<file path="src/rtl/vga_fetch.sv">
// Framebuffer prefetch: reads frame words over Wishbone-classic and pushes them into the pixel FIFO.
// Push 1 cycle after ack, min 3 cycles/word; refills only while FIFO is below half, stops at full in WAIT/GAP.
module vga_fetch #(
    parameter int          WIDTH       = 32,
    parameter int          ADDR_WIDTH  = 24,
    parameter int unsigned BASE        = 0,
    parameter int          FRAME_WORDS = 9600,
    parameter int          BURST       = 8
) (
    input  logic                  i_clk,
    input  logic                  i_reset_n,
    input  logic                  i_frame_start,
    input  logic                  i_fifo_half,
    input  logic                  i_fifo_full,
    output logic [WIDTH-1:0]      o_fifo_dat,
    output logic                  o_fifo_push,
    output logic [ADDR_WIDTH-1:0] o_wb_adr,
    output logic                  o_wb_cyc,
    output logic                  o_wb_stb,
    output logic                  o_wb_we,
    input  logic                  i_wb_ack,
    input  logic [WIDTH-1:0]      i_wb_dat,
    output logic                  o_busy
);

    // One extra count value so the counters can hold FRAME_WORDS and BURST themselves.
    localparam int IDX_W = $clog2(FRAME_WORDS + 1);
    localparam int BC_W  = $clog2(BURST + 1);

    typedef enum logic [2:0] {
        S_IDLE,
        S_WAIT,
        S_REQ,
        S_PUSH,
        S_GAP,
        S_DONE
    } state_t;

    state_t           state;
    logic [IDX_W-1:0] word_idx;
    logic [BC_W-1:0]  burst_cnt;
    logic             restart;
    logic             wb_req;

    assign o_wb_cyc = wb_req;
    assign o_wb_stb = wb_req;
    assign o_wb_we  = 1'b0;
    assign o_wb_adr = ADDR_WIDTH'(BASE) + ADDR_WIDTH'(word_idx);

    always_ff @(posedge i_clk or negedge i_reset_n) begin
        if (!i_reset_n) begin
            state       <= S_IDLE;
            word_idx    <= '0;
            burst_cnt   <= '0;
            restart     <= 1'b0;
            wb_req      <= 1'b0;
            o_fifo_dat  <= '0;
            o_fifo_push <= 1'b0;
            o_busy      <= 1'b0;
        end else begin
            o_fifo_push <= 1'b0;
            case (state)
                S_IDLE, S_DONE: begin
                    if (i_frame_start) begin
                        word_idx <= '0;
                        state    <= S_WAIT;
                        o_busy   <= 1'b1;
                    end
                end
                S_WAIT: begin
                    if (i_frame_start) begin
                        word_idx <= '0;
                    end else if (i_fifo_half && !i_fifo_full) begin
                        burst_cnt <= '0;
                        wb_req    <= 1'b1;
                        state     <= S_REQ;
                    end
                end
                S_REQ: begin
                    if (i_wb_ack) begin
                        wb_req <= 1'b0;
                        // A frame restart seen during this bus cycle discards its data.
                        if (restart || i_frame_start) begin
                            word_idx <= '0;
                            restart  <= 1'b0;
                            state    <= S_WAIT;
                        end else begin
                            o_fifo_dat  <= i_wb_dat;
                            o_fifo_push <= 1'b1;
                            state       <= S_PUSH;
                        end
                    end else if (i_frame_start) begin
                        restart <= 1'b1;
                    end
                end
                S_PUSH: begin
                    if (i_frame_start) begin
                        word_idx <= '0;
                        state    <= S_WAIT;
                    end else begin
                        word_idx  <= word_idx + 1'b1;
                        burst_cnt <= burst_cnt + 1'b1;
                        state     <= S_GAP;
                    end
                end
                S_GAP: begin
                    if (i_frame_start) begin
                        word_idx <= '0;
                        state    <= S_WAIT;
                    end else if (word_idx == IDX_W'(FRAME_WORDS)) begin
                        state  <= S_DONE;
                        o_busy <= 1'b0;
                    end else if (burst_cnt == BC_W'(BURST) || i_fifo_full) begin
                        state <= S_WAIT;
                    end else begin
                        wb_req <= 1'b1;
                        state  <= S_REQ;
                    end
                end
                default: begin
                    state  <= S_IDLE;
                    wb_req <= 1'b0;
                    o_busy <= 1'b0;
                end
            endcase
        end
    end

endmodule
</file>
<file path="config.mk">
export PLATFORM = sky130hd
export DESIGN_NAME = vga_fetch
export DESIGN_NICKNAME = d
export VERILOG_FILES = /design/src/rtl/vga_fetch.sv
export SDC_FILE = /design/constraint.sdc
export NUM_CORES = 1
export LEC_CHECK = 0
export CORE_MARGIN = 10
export CORE_UTILIZATION = 49
export DETAILED_ROUTE_END_ITERATION = 10
export GPL_ROUTABILITY_DRIVEN = 0
export PLACE_DENSITY = 0.85
export SETUP_SLACK_MARGIN = 0.02
export SLEW_MARGIN = 20
export SYNTH_ARGS = -nofsm -noshare
export SYNTH_HDL_FRONTEND = slang
export SYNTH_SLANG_ARGS = --single-unit
</file>
<file path="constraint.sdc">
create_clock -name i_clk -period 4.63 [get_ports i_clk]
set_input_delay 0.6945 -clock i_clk [delete_from_list [all_inputs] [get_ports i_clk]]
set_output_delay 0.6945 -clock i_clk [all_outputs]
set_load 0.02 [all_outputs]
</file>
==> metrics.cfg <==
[run_status]
outcome=completed

[setup_path]
crit_path_max_fanout=16
start_kind=input port
crit_chain=clkdlybuf4s50_1 > nand4bb_1 > a31oi_1 > o21ai_0 > o31ai_1
worst-path-buf-inv=1
crit_start=i_frame_start
cp_top_family=simple AND/OR/NAND/NOR gates
critical_path_required_ps=4860
path_class=input port to flip-flop
crit_path_top_delay_cell=nand4bb_1
endpoint_kind=flip-flop
r2r-start=state[1]$_DFFE_PN0P_
crit_path_max_incr_delay_ps=680
crit_arrival_ps=2490

[yosys]
ys_types=49
synth-edff-count=0
synth_top_cell_area_share_pct=49.2
syn_avg_cell_area_um2=11.7
synthesis.area_um2=2900
synth_seq_cells=57
yosys_most_used_dff=dfrtp_1
synth_top_area_cell=dfrtp_1
synth_warnings=0
async_reset_ff_share_pct=100
synth_cells=247
yosysSeqAreaShare_pct=49.2
yosys-top-cells-area=dfrtp_1 49%, mux2_4 15%, o21ai_0 3.8%, buf_4 3.4%, nand2_1 1.9%

[finish]
fillers=409
area_delta_synth_final_pct=34.6
final_layout_size_suffix_gt1_share_pct=16.8
area.sequential_um2=1430
multiInputGateArea_um2=1300
diodes=0
instances_no_fill=406
nNetsFinal=372

[floorplanning]
start_util_pct=51.4
core_area_um2=5640
die_w_um=97.0
pin_count=99
dieArea_um2=9400
die_y_um=97.0
core.rowCount=27

[sta]
post-route-period-util_pct=48.7
rsz0062_at_grt=no
skew_ps=6.66
worst_pin_slew_ps=702
setup_viol=0
finalCriticalPeriod_ps=2260
tns_ps=0
finalHoldViolations=0
slew_violations=0
fmax_ghz=0.443
slew_headroom_pct=53.2

[grt]
grt_overflow=0
grt_usage_pct=15.5
antenna_found_initial=0
grt_max_degree=58
grt_pass1_vias=2310
grt_first_pass_wirelength_um=11900

[clock_tree]
clockBufferDepth=2
cts_setup_buffers=0
cts_resized=0
clkSinkCount=57
cts_buffers=9
cts.root.buffer_cell=clkbuf_8
cts_tree=built
clkTransAtPathRegs_ps=70
ctsHoldBuffers=0
clock_latency_ps=340
cts-htree-levels=3

[pwr]
ir_drop_mv=0.304
powerDensity_nw_per_um2=528
p_leak_nw=1.81

[detailed_routing]
detail_route.wl_per_cell_um=17.8
antenna_left=0
wl_um=7220
vias=2155
route.detailed.drc=0
via_per_inst=5.31
dr.pass1.iters=4
drtIter0Drc=71

[place]
dpl.cell_count=391
io_buffers=87
dpl.hpwl_um=5290

[job]
maxCapViolations=0

[worst_hold_path]
hp-class=input port to async pin

==> cell usage after synthesis, drive strengths merged (2+ instances only) <==
cell / number
o21ai: 23
nand3: 7
nand4: 5
ha: 4
nor3b: 2
a21o: 2
nand2: 16
nor2b: 3
and2: 5
mux2: 32
xor2: 2
buf: 20
dfrtp: 57
a21oi: 10
nand2b: 3
clkbuf: 6
a22o: 2
a221oi: 2
and3: 3
nor2: 7
o31ai: 6
a31oi: 4
inv: 9
==> where the power goes <==
part           switching, mW  internal [mW]
registers              0.130          0.644
clock network          0.203          0.242
logic                  0.386          0.456
total                  0.719           1.34
==> registers in the layout, summed over array words and instances (netlist names) <==
register	flops
o_wb_cyc	1
o_fifo_push	1
burst_cnt	4
restart	1
o_busy	1
state	3
word_idx	14
o_fifo_dat	32
==> routing by layer <==
metal | track usage (%) | wire (um)
met1 | 17.8 | 2950
met2 | 25.4 | 3680
met3 | 6.25 | 509
met4 | 5.64 | 83
met5 | 0 | 0
==> layout by cell type, fill, tap and decap left out, types with 2 or more instances in the layout <==
cell / count
mux2_4: 29
and2_1: 4
o21ai_0: 22
dfrtp_1: 57
a21o_1: 2
inv_1: 9
and3_1: 3
clkinvlp_4: 2
clkbuf_8: 9
nand2_1: 15
nor2b_1: 3
mux2_2: 3
ha_1: 4
o31ai_1: 6
nand4_1: 5
a21oi_1: 10
conb_1: 11
clkdlybuf4s50_1: 86
clkinv_2: 3
a31oi_1: 4
a22o_1: 2
nand2b_1: 3
nand3_1: 7
nor2_1: 7
xor2_1: 2
==> area by class of cell <==
type,count,share of cell area (%)
Inverter,9,0.865
Multi-Input combinational cell,165,33.2
Clock inverter,6,1.54
Sequential cell,57,36.5
Clock buffer,9,3.17
Tap cell,72,2.31
Timing Repair Buffer,88,22.4
==> final timing paths <==
check                                              to  slack [ps]  depth (start not counted)
max                          word_idx[10]$_DFFE_PN0P_        2370                          5
min                              state[2]$_DFFE_PN0P_         480                          2
max reg2reg                 o_fifo_dat[6]$_DFFE_PN0P_        2490                          4
min reg2reg                o_fifo_dat[19]$_DFFE_PN0P_         500                          1
max in group asynchronous     word_idx[0]$_DFFE_PN0P_        3670                          2
min in group i_clk         o_fifo_dat[19]$_DFFE_PN0P_         500                          1
==> metrics by stage <==
stage | power, mW | utilization, % | worst slack [ps] | hold slack (ps) | area, um2
2_1_floorplan | 1.27 | - | 2750 | 399 | 2940
5_1_grt | 2.18 | 69.2 | 2200 | 523 | 3910
3_3_place_gp | 1.60 | 66.0 | 2140 | 469 | 3720
6_report | 2.06 | 69.2 | 2370 | 475 | 3910
4_1_cts | 2.09 | 69.2 | 2400 | 509 | 3910
3_5_place_dp | 1.63 | 66.0 | 2030 | 491 | 3720
==> cells by family after synthesis <==
| logic type | Yosys count | share of synthesized area (%) |
|---|---|---|
| flip-flops | 57 | 49.2 |
| AO/OA/AOI/OAI | 57 | 13.3 |
| multiplexers | 32 | 16.2 |
| buffers and inverters | 35 | 7.42 |
| AND/OR/NAND/NOR | 59 | 11.5 |
| other | 1 | 0.129 |
| adder cells (fa/ha/maj) | 4 | 1.72 |
| XOR/XNOR | 2 | 0.604 |
Power figures use the tool's default switching activity.
==> patch 1 (same settings) <==
The parameter `ADDR_WIDTH` goes from 24 to 48.
--- a/src/rtl/vga_fetch.sv
+++ b/src/rtl/vga_fetch.sv
@@ -4,3 +4,3 @@
     parameter int          WIDTH       = 32,
-    parameter int          ADDR_WIDTH  = 24,
+    parameter int          ADDR_WIDTH  = 48,
     parameter int unsigned BASE        = 0,
Interface: changed (resized o_wb_adr); port bits go from 99 to 123. The function was not compared with the original's and may differ.
==> patch 1 against the unedited design <==
- first-iteration DRC count is 66% higher
- register-to-register slack got worse by 20 ps
- sequential cell count stayed put
- final area increased by 3.6%
- setup slack got worse by 41 ps
- synthesized area is 6.2% higher
- wire length is 4.1% higher
- total power is 5.0% higher
- sequential power is 0.5% higher
- critical endpoint is now burst_cnt[3]$_DFFE_PN0P_
- largest cell class unchanged
- largest power group unchanged
==> patch 1: results (changes against the unedited design) <==
worst_setup_path:
  critPathTopFamily: "compound AO/OA/AOI/OAI gates"
  slowest_delay_ps: 550  # -130 ps
  crit_path_top_delay_cell: "clkdlybuf4s50_1"
  r2r_slack_ps: 2470  # -20 ps
  arrival_ps: 2480
  crit_fanout: 9  # -7
synth:
  synth_mux_area_share_pct: 15.23  # -0.95 points
  post-synth-top-area-fraction_pct: 46.29  # -2.9 points
  synth.distinct_cells: 49  # unchanged
  seq_area_frac_synth_pct: 46.29  # -2.9 points
  synth-main-ff-cell: "dfrtp_1"
  synthAdderAreaFrac_pct: 1.624  # -0.10 points
  synth_compound_area_share_pct: 12.51  # -0.78 points
  yosysWarnings: 0  # unchanged
  synth_common_cells: "dfrtp_1 (57), buf_4 (37), mux2_4 (29)"
  synth.area.top_cells: "dfrtp_1 (46%), mux2_4 (14%), buf_4 (9.0%)"
  synth-xor-area-share_pct: 0.5684  # -0.035 points
  synth-async-reset-ratio_pct: 100.0  # unchanged
cts:
  clk_pin_slew_worst_paths_ps: 60
  cts.htree.levels: 3  # unchanged
  postCtsSetupBuffers: 0  # unchanged
  cts_buffers: 9  # unchanged
  cts_resized: 0  # unchanged
  cts_root_buffer: "clkbuf_8"
  clockBufferDepth: 2  # unchanged
  worstSkewPairLatency_ps: 320  # -20 ps
power_and_ir_drop:
  cellLeakagePower_uw: 0.001914  # +5.7%
  ir_drop_mv: 0.3003  # -1.3%
  comb_power_share_pct: 39.6  # -1.2 points
  power_clock_uw: 529  # +19%
  swShare_pct: 33.20  # -1.7 points
routing:
  drt_iter0_drc: 118  # +66%
  remaining_drc_errors: 0  # unchanged
  via_count: 2244  # +4.1%
  drt-total-wl_um: 7517  # +4.1%
  drt-pass1-iter-count: 4  # unchanged
outcome:
  status: "finished, final reports clean"
place:
  place_hpwl_um: 5476  # +3.6%
  dpl-instance-area_um2: 3815  # +2.5%
  io_buffers: 87  # unchanged
timing:
  whs_ps: 484.2  # +8.971 ps
  worst_pin_slew_ps: 730.2  # +28.13 ps
  tns_ps: 0  # unchanged
  skew_ps: 5.760  # -0.9004 ps
grt:
  gr-usage-all-layers_pct: 14.49  # -1.0 points
  grt_pass1_wl_um: 11820  # -0.99%
  antenna_found_initial: 0  # unchanged
  grt_max_degree: 58  # unchanged
layout:
  drive_above_1_share_pct: 15.36  # -1.4 points
  reg_top3: "o_fifo_dat: 32 flops, word_idx: 14 flops, burst_cnt: 4 flops"
  nets: 396  # +6.5%
  diodes: 0  # unchanged
min_path:
  hold_class: "reg2reg"
-- patch 1: layout make-up --
class	instances	area, um2
timing repair buffer	88	873.3
multi-input combinational	189	1388
inverter	9	33.78
clock inverter	2	60.06
sequential	57	1426
fill	462	1982
tap	75	93.84
clock buffer	13	168.9
-- patch 1: worst paths after layout --
kind | to | from | cells past startpoint
min in group asynchronous | word_idx[7]$_DFFE_PN0P_ | i_reset_n | 2
max reg2reg | o_fifo_dat[29]$_DFFE_PN0P_ | state[1]$_DFFE_PN0P_ | 4
min reg2reg | burst_cnt[3]$_DFFE_PN0P_ | burst_cnt[3]$_DFFE_PN0P_ | 1
min | burst_cnt[3]$_DFFE_PN0P_ | burst_cnt[3]$_DFFE_PN0P_ | 1
max in group asynchronous | o_fifo_dat[27]$_DFFE_PN0P_ | i_reset_n | 2
max | burst_cnt[3]$_DFFE_PN0P_ | i_frame_start | 5
-- patch 1: logic make-up (layout without fill, tap and decap cells) --
kind of cell,after synthesis,count (layout)
muxes,32,32
adders and majority gates,4,4
buffers and inverters,59,112
other,1,35
AOI/OAI and AO/OA,57,57
DFF,57,57
and+or+nand+nor,59,59
xor gates and xnor gates,2,2
-- patch 1: metrics by stage --
stage / util [%] / total power, uW / setup WS (ps) / cells
4_1_cts: 67.11 / 2189 / 2364 / 433
2_1_floorplan: - / 1303 / 2753 / 305
3_3_place_gp: 63.31 / 1623 / 2150 / 418
5_1_grt: 67.11 / 2281 / 2198 / 433
3_5_place_dp: 63.31 / 1647 / 2037 / 418
6_report: 67.11 / 2164 / 2333 / 433
-- patch 1: metal layers --
metal	up-vias	wire, um	GRT usage, %
met5	-	0	0
met4	0	36	3.308
met3	5	570	5.260
met2	96	3746	23.45
met1	1101	3163	18.01
li1	1042	-	-
==> patch 2 (config.mk and constraints unchanged) <==
Without the edit above. One comparison of `burst_cnt` changes from == to >=.
--- a/src/rtl/vga_fetch.sv
+++ b/src/rtl/vga_fetch.sv
@@ -112,3 +112,3 @@
                         o_busy <= 1'b0;
-                    end else if (burst_cnt == BC_W'(BURST) || i_fifo_full) begin
+                    end else if (burst_cnt >= BC_W'(BURST) || i_fifo_full) begin
                         state <= S_WAIT;
Formal check against the unedited RTL: same outputs for any inputs over 10 cycles, from zero or initial values and one cycle with i_reset_n low; that may be too few to reach the edited logic, so the function may still have changed.
==> patch 2 against the unedited design <==
- setup slack got worse by 290 ps
- largest power group unchanged
- synthesized area down 5.4%
- non-clock buffer count grew 1
- total power increased by 6.0%
- final area is 2.2% lower
- via count is 0.51% higher
- first-iteration DRC count up 65%
- sequential cell count is the same
- die area shrank 4.3%
- wire length fell by 2.2%
==> patch 2: results (changes against the unedited design) <==
outcome:
  status: "finished, final reports clean"
routing:
  drt_iter0_drc: 117  # +65%
  wl_per_cell_um: 17.52  # -1.5%
  via_count: 2166  # +0.51%
worst_setup_path:
  rr_worst_depth: 3  # -1
  crit_path_top_delay_cell: "nand4bb_1"
  r2r_start: "state[1]$_DFFE_PN0P_"
  arrival_ps: 2820  # +330 ps
  r2r_slack_ps: 2490  # about the same
  timing.rr.end: "word_idx[13]$_DFFE_PN0P_"
  worstSetupStartpoint: "i_frame_start"
  slowest_delay_ps: 730  # +50 ps
synth:
  synth_cells: 241  # -2.4%
  synth-async-reset-ratio_pct: 100.0  # unchanged
  synth-xor-area-share_pct: 0.9572  # +0.35 points
  synth.distinct_cells: 49  # unchanged
  synthAdderAreaFrac_pct: 1.823  # +0.098 points
  yosysWarnings: 0  # unchanged
  yosysMostFrequentCell: "dfrtp_1"
  synth_common_cells: "dfrtp_1 (57), mux2_2 (32), o21ai_0 (16)"
  seq_area_frac_synth_pct: 51.96  # +2.8 points
  synth_edf_count: 0  # unchanged
  synth_compound_area_share_pct: 12.03  # -1.2 points
  synth_mux_area_share_pct: 13.49  # -2.7 points
  synth.area.top_cells: "dfrtp_1 (52%), mux2_2 (13%), buf_4 (4.1%)"
grt:
  gr-usage-all-layers_pct: 15.74  # +0.21 points
  grt_pass1_wl_um: 11030  # -7.6%
  antenna_found_initial: 0  # unchanged
  grt_max_degree: 58  # unchanged
  grt_pass1_vias: 2134  # -7.6%
timing:
  worst_pin_slew_ps: 990.8  # +288.7 ps
  skew_ps: 4.721  # -1.939 ps
  tns_ps: 0  # unchanged
  whs_ps: 486.4  # +11.18 ps
  setup_ws_ps: 2084  # -290.1 ps
cts:
  cts_root_buffer: "clkbuf_8"
  worstSkewPairLatency_ps: 340  # about the same
  clk_pin_slew_worst_paths_ps: 70  # about the same
  clockBufferDepth: 2  # unchanged
  cts.htree.levels: 3  # unchanged
  cts_buffers: 9  # unchanged
place:
  dp_slack_ps: 1778  # -249.0 ps
  dp_cells: 387  # -1.0%
  place_hpwl_um: 4992  # -5.6%
  io_buffers: 87  # unchanged
  dpl-instance-area_um2: 3588  # -3.6%
layout:
  nets: 368  # -1.1%
  num-fill-cells: 408  # -0.24%
  reg_top3: "o_fifo_dat: 32 flops, word_idx: 14 flops, burst_cnt: 4 flops"
  drive_above_1_share_pct: 17.52  # +0.76 points
  diodes: 0  # unchanged
  stdcell_count: 403  # -0.74%
min_path:
  hold_class: "in2async"
power_and_ir_drop:
  ir_drop_mv: 0.3042  # about the same
  cellLeakagePower_uw: 0.001671  # -7.7%
[patch 2: cell types whose count changed after synthesis, sizes merged, moves of 3 or more]
cell	before	now
nor2	7	11
or4	0	3
o21ai	23	16
o31ai	6	2
and2	5	0
clkbuf	6	3
[patch 2: layout make-up]
type / count / area (um2) / area share, %
clock buffer: 12 / 155.1 / 4.063
clock inverter: 4 / 75.07 / 1.966
inverter: 8 / 30.03 / 0.7864
multi-input combinational: 161 / 1161 / 30.41
sequential: 57 / 1426 / 37.35
tap: 72 / 90.09 / 2.359
timing repair buffer: 89 / 880.8 / 23.07
[patch 2: how the worst min path moves through the flow]
stage / startpoint / end / depth (start not counted)
after CTS: i_reset_n / o_fifo_dat[10]$_DFFE_PN0P_ / 2
after global placement: o_fifo_dat[19]$_DFFE_PN0P_ / o_fifo_dat[19]$_DFFE_PN0P_ / 1
final: i_reset_n / o_fifo_dat[21]$_DFFE_PN0P_ / 2
after global routing: o_fifo_dat[21]$_DFFE_PN0P_ / o_fifo_dat[21]$_DFFE_PN0P_ / 1
after floorplan: i_reset_n / burst_cnt[0]$_DFFE_PN0P_ / 0
after detailed placement: o_fifo_dat[10]$_DFFE_PN0P_ / o_fifo_dat[10]$_DFFE_PN0P_ / 1
[patch 2: power breakdown]
| group | leakage, uW | internal [uW] | switching (uW) |
|---|---|---|---|
| clock network | 0.000109 | 332 | 207 |
| registers | 0.000755 | 662 | 125 |
| logic | 0.000807 | 441 | 415 |
[patch 2: routing by layer]
metal | vias up | share of wire [%] | GRT usage (%)
li1 | 1013 | - | -
met1 | 1068 | 37 | 17.52
met2 | 75 | 54 | 26.89
met3 | 10 | 7.6 | 5.789
met4 | 0 | 1.4 | 5.985
met5 | - | 0 | 0
